**src/rtl/accel_seq_pkg.sv**
```systemverilog
`timescale 1ns/1ps
`default_nettype none
// ============================================================================
//  Module      : accel_seq_pkg
//  Description : Shared types and constants for the accelerometer sequencer:
//                state encoding, WHO_AM_I probe, output register base and
//                the power-up configuration table.
//  Revision    : 1.0  initial release
// ============================================================================
package accel_seq_pkg;

    typedef enum logic [2:0] {
        S_WHOAMI = 3'd0,
        S_INIT   = 3'd1,
        S_READ   = 3'd2,
        S_WAIT   = 3'd3,
        S_PAUSE  = 3'd4,
        S_ERROR  = 3'd5
    } seq_state_e;

    // Read bit + WHO_AM_I address 0x0F, followed by a dummy data byte
    localparam logic [15:0] c_who_am_i_frame = 16'h8F00;
    localparam logic [7:0]  c_who_am_i_value = 8'h33;

    // Address of OUT_X_L; axis i lives at c_out_x_l_base + 2*i
    localparam logic [5:0]  c_out_x_l_base   = 6'h28;

    // Frame lengths minus one
    localparam logic [5:0]  c_nbits_short    = 6'd15;
    localparam logic [5:0]  c_nbits_read     = 6'd23;

    // Configuration writes issued once after a successful identity check
    localparam int          c_init_len       = 3;
    localparam logic [15:0] c_init_table [c_init_len] = '{16'h2077, 16'h1FC0, 16'h2388};

    // Read frame for one axis: read bit, auto-increment bit, address, 16 dummy bits
    function automatic logic [31:0] read_frame(input logic [1:0] axis);
        logic [5:0] addr;
        addr = c_out_x_l_base + {3'b000, axis, 1'b0};
        return {8'h00, 1'b1, 1'b1, addr, 16'h0000};
    endfunction

endpackage : accel_seq_pkg
`default_nettype wire

```
**src/rtl/accel_led_map.sv**
```systemverilog
`timescale 1ns/1ps
`default_nettype none
// ============================================================================
//  Module      : accel_led_map
//  Description : Maps a signed 8-bit sample byte to an 8-LED display, either
//                as a single lit position or as a thermometer bar.
//  Revision    : 1.0  initial release
// ============================================================================
module accel_led_map #(
    parameter int LED_MODE = 0
) (
    input  logic [7:0] i_h,
    output logic [7:0] o_led
);

    // Flipping the sign bit turns -128..127 into 0..255, top 3 bits pick the slot
    logic [7:0] w_biased;
    logic [2:0] w_k;

    assign w_biased = i_h + 8'h80;
    assign w_k      = w_biased[7:5];

    generate
        if (LED_MODE == 0) begin : g_onehot
            assign o_led = 8'd1 << w_k;
        end else begin : g_bar
            assign o_led = 8'hFF >> (3'd7 - w_k);
        end
    endgenerate

endmodule : accel_led_map
`default_nettype wire

```
**src/rtl/accel_multi_sequencer.sv**
```systemverilog
`timescale 1ns/1ps
`default_nettype none
// ============================================================================
//  Module      : accel_multi_sequencer
//  Description : Drives an SPI master to identify and configure an
//                accelerometer, then periodically reads up to three axes,
//                publishing them together with a sample_valid pulse and an
//                LED rendering of one axis.
//  Revision    : 1.0  initial release
// ============================================================================
module accel_multi_sequencer
    import accel_seq_pkg::*;
#(
    parameter int N_AXES   = 3,
    parameter int POLL_DIV = 100000,
    parameter int TIMEOUT  = 4096,
    parameter int LED_MODE = 0,
    parameter int LED_AXIS = 0
) (
    input  logic                  clk_in,
    input  logic                  rst_in,
    output logic [31:0]           spi_mosi_data,
    output logic [5:0]            spi_nbits,
    output logic                  spi_request,
    input  logic [31:0]           spi_miso_data,
    input  logic                  spi_ready,
    output logic [16*N_AXES-1:0]  axis_data,
    output logic                  sample_valid,
    output logic [7:0]            led_out,
    output logic                  error
);

    localparam logic [31:0] c_timeout_last = 32'(TIMEOUT - 1);
    localparam logic [31:0] c_poll_last    = 32'(POLL_DIV - 1);
    localparam logic [1:0]  c_last_axis    = 2'(N_AXES - 1);
    localparam logic [1:0]  c_last_init    = 2'(c_init_len - 1);

    seq_state_e           r_state_q, w_state_d;
    seq_state_e           r_ret_q, w_ret_d;
    logic [1:0]           r_init_idx_q, w_init_idx_d;
    logic [1:0]           r_axis_q, w_axis_d;
    logic [31:0]          r_cnt_q, w_cnt_d;
    logic [31:0]          r_mosi_q, w_mosi_d;
    logic [5:0]           r_nbits_q, w_nbits_d;
    logic                 r_req_q, w_req_d;
    logic [16*N_AXES-1:0] r_shadow_q, w_shadow_d;
    logic [16*N_AXES-1:0] r_axis_data_q, w_axis_data_d;
    logic                 r_valid_q, w_valid_d;
    logic [7:0]           r_led_q, w_led_d;
    logic                 r_error_q, w_error_d;

    logic [15:0]          w_sample;
    logic [16*N_AXES-1:0] w_merged;
    logic [7:0]           w_led_map;
    logic                 w_ready_ok;
    logic                 w_unused;

    // The device returns OUT_L first then OUT_H; swap into a signed 16-bit word
    assign w_sample   = {spi_miso_data[7:0], spi_miso_data[15:8]};
    // A ready coinciding with the request pulse belongs to no frame of ours
    assign w_ready_ok = spi_ready && !r_req_q;
    assign w_unused   = &{1'b0, spi_miso_data[31:16]};

    // Shadow set with the axis currently in flight replaced by the new sample
    always_comb begin
        w_merged = r_shadow_q;
        for (int i = 0; i < N_AXES; i++) begin
            if (r_axis_q == 2'(i)) begin
                w_merged[16*i +: 16] = w_sample;
            end
        end
    end

    accel_led_map #(
        .LED_MODE (LED_MODE)
    ) u_led_map (
        .i_h   (w_merged[16*LED_AXIS+8 +: 8]),
        .o_led (w_led_map)
    );

    // Sequencer next-state and output decode
    always_comb begin
        w_state_d     = r_state_q;
        w_ret_d       = r_ret_q;
        w_init_idx_d  = r_init_idx_q;
        w_axis_d      = r_axis_q;
        w_cnt_d       = r_cnt_q;
        w_mosi_d      = r_mosi_q;
        w_nbits_d     = r_nbits_q;
        w_req_d       = 1'b0;
        w_shadow_d    = r_shadow_q;
        w_axis_data_d = r_axis_data_q;
        w_valid_d     = 1'b0;
        w_led_d       = r_led_q;
        w_error_d     = r_error_q;

        case (r_state_q)
            S_WHOAMI: begin
                w_mosi_d  = {16'h0000, c_who_am_i_frame};
                w_nbits_d = c_nbits_short;
                w_req_d   = 1'b1;
                w_ret_d   = S_WHOAMI;
                w_cnt_d   = 32'd0;
                w_state_d = S_WAIT;
            end
            S_INIT: begin
                w_mosi_d  = {16'h0000, c_init_table[r_init_idx_q]};
                w_nbits_d = c_nbits_short;
                w_req_d   = 1'b1;
                w_ret_d   = S_INIT;
                w_cnt_d   = 32'd0;
                w_state_d = S_WAIT;
            end
            S_READ: begin
                w_mosi_d  = read_frame(r_axis_q);
                w_nbits_d = c_nbits_read;
                w_req_d   = 1'b1;
                w_ret_d   = S_READ;
                w_cnt_d   = 32'd0;
                w_state_d = S_WAIT;
            end
            S_WAIT: begin
                if (w_ready_ok) begin
                    case (r_ret_q)
                        S_WHOAMI: begin
                            if (spi_miso_data[7:0] == c_who_am_i_value) begin
                                w_led_d      = spi_miso_data[7:0];
                                w_init_idx_d = 2'd0;
                                w_state_d    = S_INIT;
                            end else begin
                                w_error_d = 1'b1;
                                w_led_d   = 8'hA5;
                                w_state_d = S_ERROR;
                            end
                        end
                        S_INIT: begin
                            if (r_init_idx_q == c_last_init) begin
                                w_axis_d  = 2'd0;
                                w_state_d = S_READ;
                            end else begin
                                w_init_idx_d = r_init_idx_q + 2'd1;
                                w_state_d    = S_INIT;
                            end
                        end
                        S_READ: begin
                            w_shadow_d = w_merged;
                            if (r_axis_q == c_last_axis) begin
                                w_axis_data_d = w_merged;
                                w_valid_d     = 1'b1;
                                w_led_d       = w_led_map;
                                w_cnt_d       = 32'd0;
                                w_state_d     = S_PAUSE;
                            end else begin
                                w_axis_d  = r_axis_q + 2'd1;
                                w_state_d = S_READ;
                            end
                        end
                        default: begin
                            w_error_d = 1'b1;
                            w_led_d   = 8'hA5;
                            w_state_d = S_ERROR;
                        end
                    endcase
                end else if (r_cnt_q == c_timeout_last) begin
                    w_error_d = 1'b1;
                    w_led_d   = 8'hA5;
                    w_state_d = S_ERROR;
                end else begin
                    w_cnt_d = r_cnt_q + 32'd1;
                end
            end
            S_PAUSE: begin
                if (r_cnt_q == c_poll_last) begin
                    w_axis_d  = 2'd0;
                    w_state_d = S_READ;
                end else begin
                    w_cnt_d = r_cnt_q + 32'd1;
                end
            end
            S_ERROR: begin
                w_error_d = 1'b1;
                w_led_d   = 8'hA5;
            end
            default: begin
                w_error_d = 1'b1;
                w_led_d   = 8'hA5;
                w_state_d = S_ERROR;
            end
        endcase
    end

    // State and datapath registers with synchronous reset
    always_ff @(posedge clk_in) begin
        if (rst_in) begin
            r_state_q     <= S_WHOAMI;
            r_ret_q       <= S_WHOAMI;
            r_init_idx_q  <= 2'd0;
            r_axis_q      <= 2'd0;
            r_cnt_q       <= 32'd0;
            r_mosi_q      <= 32'd0;
            r_nbits_q     <= 6'd0;
            r_req_q       <= 1'b0;
            r_shadow_q    <= '0;
            r_axis_data_q <= '0;
            r_valid_q     <= 1'b0;
            r_led_q       <= 8'd0;
            r_error_q     <= 1'b0;
        end else begin
            r_state_q     <= w_state_d;
            r_ret_q       <= w_ret_d;
            r_init_idx_q  <= w_init_idx_d;
            r_axis_q      <= w_axis_d;
            r_cnt_q       <= w_cnt_d;
            r_mosi_q      <= w_mosi_d;
            r_nbits_q     <= w_nbits_d;
            r_req_q       <= w_req_d;
            r_shadow_q    <= w_shadow_d;
            r_axis_data_q <= w_axis_data_d;
            r_valid_q     <= w_valid_d;
            r_led_q       <= w_led_d;
            r_error_q     <= w_error_d;
        end
    end

    assign spi_mosi_data = r_mosi_q;
    assign spi_nbits     = r_nbits_q;
    assign spi_request   = r_req_q;
    assign axis_data     = r_axis_data_q;
    assign sample_valid  = r_valid_q;
    assign led_out       = r_led_q;
    assign error         = r_error_q;

endmodule : accel_multi_sequencer
`default_nettype wire

```
**config.mk**
```make
export PLATFORM = sky130hd
export DESIGN_NAME = accel_multi_sequencer
export DESIGN_NICKNAME = d
export VERILOG_FILES = /design/src/rtl/accel_seq_pkg.sv /design/src/rtl/accel_led_map.sv /design/src/rtl/accel_multi_sequencer.sv
export SDC_FILE = /design/constraint.sdc
export NUM_CORES = 1
export LEC_CHECK = 0
export CORE_MARGIN = 2
export CORE_UTILIZATION = 52
export DETAILED_ROUTE_END_ITERATION = 16
export PLACE_DENSITY = 0.8
export SLEW_MARGIN = 20
export SYNTH_ARGS = -nofsm -noshare
export SYNTH_HDL_FRONTEND = slang
export SYNTH_SLANG_ARGS = --single-unit
```
**constraint.sdc**
```tcl
create_clock -name clk_in -period 2.95 [get_ports clk_in]
set_clock_uncertainty 0.05 [all_clocks]
set_input_delay 0.295 -clock clk_in [delete_from_list [all_inputs] [get_ports clk_in]]
set_output_delay 0.295 -clock clk_in [all_outputs]
set_load 0.01 [all_outputs]
```
==> impl_metrics.py, run 1 <==
metrics = {
    "clocking": {
        "cts_max_level": 4,
        "cts_sinks": 146,
        "cts_setup_buffers": 0,
        "cts-root-buf": "clkbuf_16",
        "clkTransAtPathRegs_ns": 0.06,
        "clk-insertion-delay-late_ns": 0.42,
        "post_cts_resized": 0,
        "cts_hold_buffers": 0,
        "tritoncts": "yes",
        "cts_buffer_depth": 2,
        "cts-buffers-inserted": 17,
    },
    "hold_path": {
        "hold_start": "rst_in",
        "hold_depth": 4,
        "worstHoldEndpoint": "r_cnt_q[5]$_SDFFE_PP0P_",
        "hold_class": "primary input to flop",
    },
    "final_layout": {
        "nNetsFinal": 943,
        "nFillCells": 1077,
        "antenna_cells": 0,
        "drive_above_1_share_pct": 7.36,
        "final_cells": 1082,
        "area_growth_pct": 24.8,
    },
    "timing": {
        "final_hold_viol_count": 0,
        "relSlewSlack_pct": 55.8,
        "worstMarginPinSlew_ns": 0.661,
        "slew_violations": 0,
        "max_freq_mhz": 378,
        "period_needed_ns": 2.64,
        "setup_tns_ns": 0,
        "setup_viol": 0,
        "fin_crit_sh_pct": 89.7,
        "rsz0062_at_grt": "no",
    },
    "die": {
        "fp.dieArea_um2": 13800,
        "die_width_um": 118,
        "ios": 132,
        "num_rows": 41,
        "start_util_pct": 53.3,
        "core_region_area_um2": 12600,
        "die_h_um": 118,
    },
    "placed_design": {
        "place_hpwl_um": 11200,
        "numPortBuffers": 103,
        "gp_congestion": 0.877,
        "placed_cells": 1050,
    },
    "logic_synthesis": {
        "synth_top_area_share_pct": 43.5,
        "avgSynthCellArea_um2": 8.19,
        "ys.flop_type": "dfxtp_1",
        "synth_area_um2": 6720,
        "synthCells": 821,
        "synth_top_cell_by_area": "dfxtp_1",
        "yosys_warnings": 0,
        "netlist-cell-type-count": 57,
        "synth-seq-area-share_pct": 43.5,
        "synthTopCellsByArea": "dfxtp_1 43%, nand2_1 6.0%, a21oi_1 5.7%",
        "ys_seq_elements": 146,
        "ys_async_sr_fraction_pct": 0,
        "synth_edf_count": 0,
    },
    "setup_path": {
        "worstPathCellList": "ha_1 > nand4_1 > or3_1 > nor3_1 > nand4_1 > or3_1 > a21oi_1",
        "worst_r2r_startpoint": "r_cnt_q[0]$_SDFFE_PP0P_",
        "rr_endpoint": "r_cnt_q[28]$_SDFFE_PP0P_",
        "cp_max_fo": 6,
        "critPathTopFamily": "simple AND/OR/NAND/NOR gates",
        "cp_slowest_cell": "or3_1",
        "worstSetupStartpointType": "flop",
        "setup.worst_path.end_class": "flop",
        "cp.buffers_inverters": 0,
        "cpPeakStageDelay_ns": 0.53,
        "path_class": "flop to flop",
        "reg2reg_slack_ns": 0.31,
        "r2r_cells": 7,
        "crit_required_ns": 3.25,
        "worstPathArrival_ns": 2.94,
    },
    "pwr": {
        "power_frac_comb_pct": 13.5,
        "swShare_pct": 27.2,
        "p_int_w": 0.00354,
        "pwr-share-clk_pct": 43.6,
        "p_sw_w": 0.00132,
        "power-per-cell-area_nw_per_um2": 579,
        "p_leak_nw": 2.93,
        "pwr-share-seq_pct": 42.9,
        "power_w": 0.00486,
        "peakVddDrop_mv": 0.524,
    },
    "grt": {
        "grtUsageTotal_pct": 25.1,
        "grt_pass1_vias": 5691,
        "gr-total-overflow": 0,
        "grt_pass1_wl_um": 28400,
        "antenna_found_initial": 0,
        "met1_usage_pct": 33.5,
        "top_usage_layer": "met2",
        "grt_max_degree": 136,
        "met2_usage_pct": 38.7,
        "gr-usage-met3_pct": 6.54,
    },
    "routing": {
        "drcViolationCount": 0,
        "routed_via_density": 5.77,
        "wl_per_cell_um": 16.2,
        "drt_pass1_iterations": 8,
        "drtAntennaViolNets": 0,
        "drt_wl_total_um": 17500,
        "drt_iter0_drc": 578,
        "vias": 6241,
    },
    "run_status": {
        "status": "finished clean",
    },
    "job": {
        "drv_cap": 0,
    },
}
-- metal layers --
metal	routed length [um]	share of wire, %
met1	8010	46
met2	8030	46
met3	1100	6.2
met4	382	2.2
met5	0	0
-- power by group through the flow --
stage | Clock [W] | Sequential (W) | Combinational [W]
final | 0.00212 | 0.00208 | 0.000655
after global routing | 0.00223 | 0.00209 | 0.000711
after CTS | 0.00214 | 0.00208 | 0.000650
after detailed placement | 0 | 0.00212 | 0.000643
after global placement | 0 | 0.00212 | 0.000628
after floorplan | 0 | 0.00212 | 0.000412
-- metrics by stage --
step	area, um2	util (%)	hold slack (ns)	setup slack (ns)
final	8380	66.4	0.317	0.305
after floorplan	6760	-	0.381	0.694
after global routing	8380	66.4	0.342	0.138
after detailed placement	7800	61.8	0.397	0.376
after CTS	8380	66.4	0.305	0.301
after global placement	7800	61.8	0.391	0.431
-- sequential cells by signal, indices dropped and copies added, names as in the netlist --
name / flops
r_shadow_q: 32
spi_mosi_data: 12
axis_data: 48
sample_valid: 1
r_state_q: 3
spi_nbits: 3
r_axis_q: 2
error: 1
spi_request: 1
r_cnt_q: 32
r_ret_q: 1
led_out: 8
r_init_idx_q: 2
-- how the worst max path moves through the flow --
stage                                   from                  endpoint  slack [ns]  depth (start not counted)
floorplan           r_axis_q[0]$_SDFFE_PP0P_  r_cnt_q[27]$_SDFFE_PP0P_        0.69                          7
global placement     r_cnt_q[0]$_SDFFE_PP0P_   led_out[3]$_SDFFE_PP0P_        0.43                          8
detailed placement   r_cnt_q[0]$_SDFFE_PP0P_  r_cnt_q[28]$_SDFFE_PP0P_        0.38                          7
CTS                  r_cnt_q[0]$_SDFFE_PP0P_  r_cnt_q[28]$_SDFFE_PP0P_        0.30                          7
global route         r_cnt_q[0]$_SDFFE_PP0P_   led_out[2]$_SDFFE_PP0P_        0.14                          8
finish               r_cnt_q[0]$_SDFFE_PP0P_  r_cnt_q[28]$_SDFFE_PP0P_        0.31                          7
-- area by class of cell --
| type | instances | area [um2] | area share [%] |
|---|---|---|---|
| Clock buffer | 20 | 467 | 5.57 |
| Timing Repair Buffer | 127 | 1230 | 14.7 |
| Tap cell | 172 | 215 | 2.57 |
| Clock inverter | 12 | 120 | 1.43 |
| Inverter | 15 | 56.3 | 0.672 |
| Sequential cell | 146 | 2920 | 34.9 |
| Multi-Input combinational cell | 590 | 3370 | 40.2 |
-- cells in the final DEF, fill, tap and decap left out, types with 3 or more instances in the layout --
| cell | instances |
|---|---|
| nor2_1 | 91 |
| nand4_1 | 10 |
| a311oi_1 | 10 |
| buf_4 | 23 |
| clkdlybuf4s50_1 | 102 |
| clkbuf_16 | 17 |
| conb_1 | 12 |
| mux2i_1 | 34 |
| nor2b_1 | 3 |
| dfxtp_1 | 146 |
| or4_1 | 6 |
| a21oi_1 | 76 |
| o21ai_2 | 3 |
| inv_1 | 15 |
| nand2_1 | 108 |
| o32ai_1 | 3 |
| nor4_1 | 6 |
| ha_1 | 11 |
| a31oi_1 | 10 |
| a211oi_1 | 38 |
| nand3_1 | 48 |
| or3_1 | 10 |
| nor3_1 | 13 |
| and3_1 | 10 |
| o21ai_0 | 31 |
| a32oi_1 | 3 |
| inv_6 | 5 |
| and4_1 | 6 |
| o311ai_0 | 3 |
| clkbuf_8 | 3 |
| a22oi_1 | 6 |
| clkinv_4 | 3 |
-- cells by family (layout without fill, tap and decap cells) --
group	after synthesis	in the layout	synth area share [%]
AND/OR/NAND/NOR	328	328	22.8
AO/OA/AOI/OAI	201	201	19.0
flip-flops	146	146	43.5
buffers and inverters	96	174	7.00
multiplexers	35	35	5.23
adder cells (fa/ha/maj)	11	11	2.05
XOR/XNOR	3	3	0.391
other	1	12	0.0558
-- cells in the mapped netlist (all sizes together), types with 2 or more instances --
library cell and n:
a22oi 6, o32ai 3, or2 2, nand2 108, nand3 48, o211ai 2
nor3 13, and4 6, or4bb 2, o211a 2, o21a 2, a31oi 10
a311oi 10, nor2 91, and2 3, inv 15, nand2b 2, nor3b 2
a21oi 76, nand3b 2, nand4 10, mux2i 34, ha 11, a211oi 38
o21ai 35, o31a 2, dfxtp 146, xor2 2, or3 10, clkbuf 50
buf 31, nor4 7, or4 6, a32oi 3, a41oi 2, nor2b 3
o311ai 3, and3 10
-- tightest hold or removal path: stages --
cell and delay, ns:
buf_4 0.10, inv_1 0.17, o21ai_0 0.13, nor2_1 0.04
Note: power is estimated with default switching activity, not from simulation.
==> run 2, diff against run 1 <==
- SYNTH_HIERARCHICAL: default -> 1
==> impl_metrics.py, run 2 <==
metrics = {
    "run_status": {
        "status": "finished clean",
    },
    "routing": {
        "wl_met1_um": 7510,
        "vias": 6242,
        "drt_pass1_iterations": 5,
        "drt_wl_total_um": 17100,
        "wl_per_cell_um": 15.8,
        "drt_iter0_drc": 551,
        "maxUsedRoutingLayer": "met4",
        "routed-wl-met2_um": 8270,
        "drcViolationCount": 0,
        "drtAntennaViolNets": 0,
        "routed_via_density": 5.75,
        "dr_wl_met3_um": 998,
    },
    "placed_design": {
        "gp_congestion": 0.967,
        "place_hpwl_um": 11400,
        "dp_worst_setup_slack_ns": 0.264,
        "numPortBuffers": 103,
    },
    "clocking": {
        "cts-root-buf": "clkbuf_16",
        "cts_max_level": 4,
        "cts_buffer_depth": 2,
        "cts_hold_buffers": 0,
        "tritoncts": "yes",
        "cts-buffers-inserted": 17,
        "cts_sinks": 146,
        "post_cts_resized": 0,
        "clkTransAtPathRegs_ns": 0.06,
        "clk-insertion-delay-late_ns": 0.42,
        "cts_setup_buffers": 0,
    },
    "hold_path": {
        "hold_class": "primary input to flop",
    },
    "pwr": {
        "p_leak_nw": 2.96,
        "peakVddDrop_mv": 0.397,
        "power-per-cell-area_nw_per_um2": 536,
    },
    "final_layout": {
        "nNetsFinal": 946,
        "mostFrequentLayoutCells": "146 x dfxtp_1, 102 x nand2_1, 102 x clkdlybuf4s50_1",
        "area_growth_pct": 23.6,
        "drive_above_1_share_pct": 7.78,
        "layout_commonest_cell": "dfxtp_1",
        "antenna_cells": 0,
        "largest_reg_flops": 48,
    },
    "die": {
        "core_region_area_um2": 12700,
        "ios": 132,
        "die_h_um": 119,
        "num_rows": 41,
        "die_width_um": 119,
        "start_util_pct": 53.8,
        "fp.dieArea_um2": 14100,
    },
    "setup_path": {
        "cp_max_fo": 14,
        "cp.buffers_inverters": 0,
        "cpPeakStageDelay_ns": 0.70,
        "cp_slowest_cell": "dfxtp_1",
        "setup.worst_path.end_class": "flop",
        "worstSetupStartpointType": "flop",
        "critPathTopFamily": "simple AND/OR/NAND/NOR gates",
        "path_common_cell": "nand2_1",
        "crit_required_ns": 3.18,
        "path_class": "flop to flop",
        "worstPathArrival_ns": 2.85,
        "worstPathCellList": "and3b_1 > nand2_1 > o211ai_1 > nand2_1 > a31oi_1 > a311oi_1",
        "reg2reg_slack_ns": 0.33,
    },
    "timing": {
        "setup_tns_ns": 0,
        "slew_violations": 0,
        "period_needed_ns": 2.62,
        "fin_hold_ws_ns": 0.192,
        "rsz0062_at_grt": "no",
        "relSlewSlack_pct": 48.3,
        "worstMarginPinSlew_ns": 0.773,
        "final_hold_viol_count": 0,
        "setup_viol": 0,
        "fin_crit_sh_pct": 89.0,
        "finalWorstSetupSlack_ns": 0.325,
        "max_freq_mhz": 381,
    },
    "grt": {
        "antenna_found_initial": 0,
        "gr-total-overflow": 0,
        "grt_pass1_vias": 5638,
        "grt_pass1_wl_um": 27900,
        "grt_max_degree": 61,
        "grtUsageTotal_pct": 24.2,
    },
    "logic_synthesis": {
        "yosys_warnings": 6,
        "avgSynthCellArea_um2": 8.28,
        "synth_area_um2": 6850,
        "synthCells": 827,
    },
    "job": {
        "drv_cap": 0,
    },
}
## run 2: cell type report
cell class,instances,area [um2]
Inverter,17,63.8
Tap cell,172,215
Clock inverter,10,83.8
Fill cell,1086,4260
Sequential cell,146,2920
Timing Repair Buffer,125,1230
Clock buffer,22,474
Multi-Input combinational cell,593,3470
## run 2: worst paths after layout
path,startpoint,to,cells past startpoint
worst max register to register,r_state_q[1]$_SDFFE_PP0P_,r_cnt_q[23]$_SDFFE_PP0P_,6
worst max-delay path,r_state_q[1]$_SDFFE_PP0P_,r_cnt_q[23]$_SDFFE_PP0P_,6
worst min register to register,r_shadow_q[23]$_SDFFE_PP0P_,r_shadow_q[23]$_SDFFE_PP0P_,2
worst min-delay path,rst_in,spi_mosi_data[5]$_SDFFE_PP0P_,2
## run 2: through the flow
| step | total power [W] | instance area [um2] | std cells | util, % |
|---|---|---|---|---|
| after floorplan | 0.00237 | 6890 | 838 | - |
| after global placement | 0.00254 | 7910 | 1053 | 62.2 |
| after detailed placement | 0.00254 | 7910 | 1053 | 62.2 |
| after CTS | 0.00456 | 8470 | 1085 | 66.5 |
| after global routing | 0.00470 | 8470 | 1085 | 66.5 |
| final | 0.00454 | 8470 | 1085 | 66.5 |
## run 2: worst reg2reg max path, stage by stage (launching register included)
cell,delay [ns]
dfxtp_1,0.70
and3b_1,0.48
nand2_1,0.23
o211ai_1,0.37
nand2_1,0.29
a31oi_1,0.28
a311oi_1,0.08
## run 2: where the power goes
part	switching [W]	internal [W]
sequential	0.0000412	0.00201
combinational	0.000266	0.000192
clock	0.000809	0.00122
## run 2: per-layer routing
metal,track usage (%),vias to the layer above
met1,31.1,2941
met5,0,-
met4,8.18,0
met3,5.55,28
met2,39.9,208
li1,-,3065
==> run 3, diff against run 2 <==
- CAP_MARGIN: default -> 20
- CORE_ASPECT_RATIO: default -> 0.8
- MAX_ROUTING_LAYER: default -> met4
==> impl_metrics.py, run 3 (synthesis gave the netlist of run 2 again) <==
metrics = {
    "clocking": {
        "cts-root-buf": "clkbuf_16",
        "cts_hold_buffers": 0,
        "cts_setup_buffers": 0,
        "clk-insertion-delay-late_ns": 0.42,
        "post_cts_resized": 0,
        "cts_buffer_depth": 2,
        "tritoncts": "yes",
        "cts_max_level": 4,
        "cts_sinks": 146,
        "cts-buffers-inserted": 17,
        "clkTransAtPathRegs_ns": 0.06,
    },
    "placed_design": {
        "place_hpwl_um": 11800,
        "gp_congestion": 0.893,
        "dp_worst_setup_slack_ns": 0.262,
        "numPortBuffers": 103,
    },
    "grt": {
        "antenna_found_initial": 0,
        "grt_pass1_vias": 5540,
        "grt_pass1_wl_um": 28500,
        "grt_max_degree": 118,
        "gr-total-overflow": 0,
        "grtUsageTotal_pct": 25.6,
    },
    "die": {
        "die_width_um": 132,
        "start_util_pct": 53.2,
        "ios": 132,
        "num_rows": 37,
        "die_h_um": 107,
        "fp.dieArea_um2": 14100,
        "core_region_area_um2": 12900,
    },
    "setup_path": {
        "reg2reg_slack_ns": 0.39,
        "worstPathArrival_ns": 2.86,
        "cp_max_fo": 14,
        "path_class": "flop to flop",
        "worst_r2r_startpoint": "r_state_q[2]$_SDFFE_PP0P_",
        "setup.worst_path.end_class": "flop",
        "rr_endpoint": "r_cnt_q[30]$_SDFFE_PP0P_",
        "r2r_cells": 6,
        "worstSetupStartpointType": "flop",
        "crit_required_ns": 3.25,
    },
    "job": {
        "drv_cap": 0,
    },
    "timing": {
        "worstMarginPinSlew_ns": 0.739,
        "relSlewSlack_pct": 50.6,
        "finalWorstSetupSlack_ns": 0.388,
        "fin_crit_sh_pct": 86.9,
        "setup_viol": 0,
        "max_freq_mhz": 390,
        "setup_tns_ns": 0,
        "rsz0062_at_grt": "no",
        "final_hold_viol_count": 0,
        "period_needed_ns": 2.56,
        "slew_violations": 0,
    },
    "pwr": {
        "peakVddDrop_mv": 0.448,
        "p_leak_nw": 2.99,
        "power-per-cell-area_nw_per_um2": 541,
    },
    "hold_path": {
        "worstHoldEndpoint": "r_cnt_q[0]$_SDFFE_PP0P_",
        "hold_class": "primary input to flop",
        "hold_depth": 2,
        "hold_start": "rst_in",
    },
    "final_layout": {
        "nNetsFinal": 950,
        "mostFrequentLayoutCells": "146 x dfxtp_1, 102 x nand2_1, 102 x clkdlybuf4s50_1",
        "antenna_cells": 0,
        "area_growth_pct": 24.4,
        "layout_commonest_cell": "dfxtp_1",
        "drive_above_1_share_pct": 8.29,
        "largest_reg_flops": 48,
    },
    "routing": {
        "wl_met1_um": 8910,
        "drt_pass1_iterations": 7,
        "wl_per_cell_um": 16.2,
        "vias": 6345,
        "drcViolationCount": 0,
        "maxUsedRoutingLayer": "met4",
        "dr_wl_met3_um": 1370,
        "drt_wl_total_um": 17700,
        "drt_iter0_drc": 725,
        "routed_via_density": 5.81,
        "routed-wl-met2_um": 7190,
        "drtAntennaViolNets": 0,
    },
    "run_status": {
        "status": "finished clean",
    },
}
==> run 3: cell count changes in the layout (fill, tap and decap cells not counted) <==
cell	previous run	this run
clkinv_4	1	3
clkbuf_1	2	1
buf_4	20	24
inv_6	0	2
clkinv_2	6	3
==> run 3: worst max path at each step <==
| stage | startpoint | endpoint | slack, ns | cells after the start |
|---|---|---|---|---|
| floorplan | spi_mosi_data[22]$_SDFFE_PP0P_ | r_cnt_q[26]$_SDFFE_PP0P_ | 0.79 | 8 |
| global placement | spi_ready | led_out[1]$_SDFFE_PP0P_ | 0.28 | 7 |
| detailed placement | spi_ready | led_out[1]$_SDFFE_PP0P_ | 0.26 | 7 |
| CTS | r_state_q[2]$_SDFFE_PP0P_ | r_cnt_q[30]$_SDFFE_PP0P_ | 0.42 | 6 |
| global route | r_cnt_q[0]$_SDFFE_PP0P_ | led_out[7]$_SDFFE_PP0P_ | 0.21 | 7 |
| finish | r_state_q[2]$_SDFFE_PP0P_ | r_cnt_q[30]$_SDFFE_PP0P_ | 0.39 | 6 |
==> run 3: cell type report <==
class	instances	area (um2)
clock buffer	21	470
clock inverter	11	104
fill	1077	4350
inverter	17	63.8
multi-input combinational	593	3470
sequential	146	2920
tap	175	219
timing repair buffer	129	1260
==> run 3: per-layer routing <==
metal	global-route usage, %	vias up
met5	-	-
met1	38.6	2986
met2	33.8	257
met3	6.52	26
li1	-	3076
met4	6.07	0
==> run 3: stage by stage <==
step | hold slack, ns | cell area (um2) | power [W] | instances | utilization (%)
after floorplan | 0.381 | 6890 | 0.00237 | 838 | -
after global placement | 0.391 | 7940 | 0.00254 | 1060 | 61.7
after detailed placement | 0.396 | 7940 | 0.00254 | 1060 | 61.7
after CTS | 0.172 | 8520 | 0.00461 | 1092 | 66.2
after global routing | 0.188 | 8520 | 0.00475 | 1092 | 66.2
final | 0.183 | 8520 | 0.00460 | 1092 | 66.2
==> run 3: worst max-delay path, cell delays in order (launching register included) <==
cell,delay (ns)
dfxtp_1,0.62
and3b_1,0.36
a31oi_4,0.39
o21ai_2,0.17
and2_4,0.25
or4_1,0.51
a21oi_1,0.14
==> run 3: report_power, final <==
group | switching, W | total (W) | internal [W] | leakage (nW)
Combinational | 0.000267 | 0.000460 | 0.000193 | 1.53
Sequential | 0.0000446 | 0.00205 | 0.00201 | 1.18
Clock | 0.000859 | 0.00209 | 0.00123 | 0.280
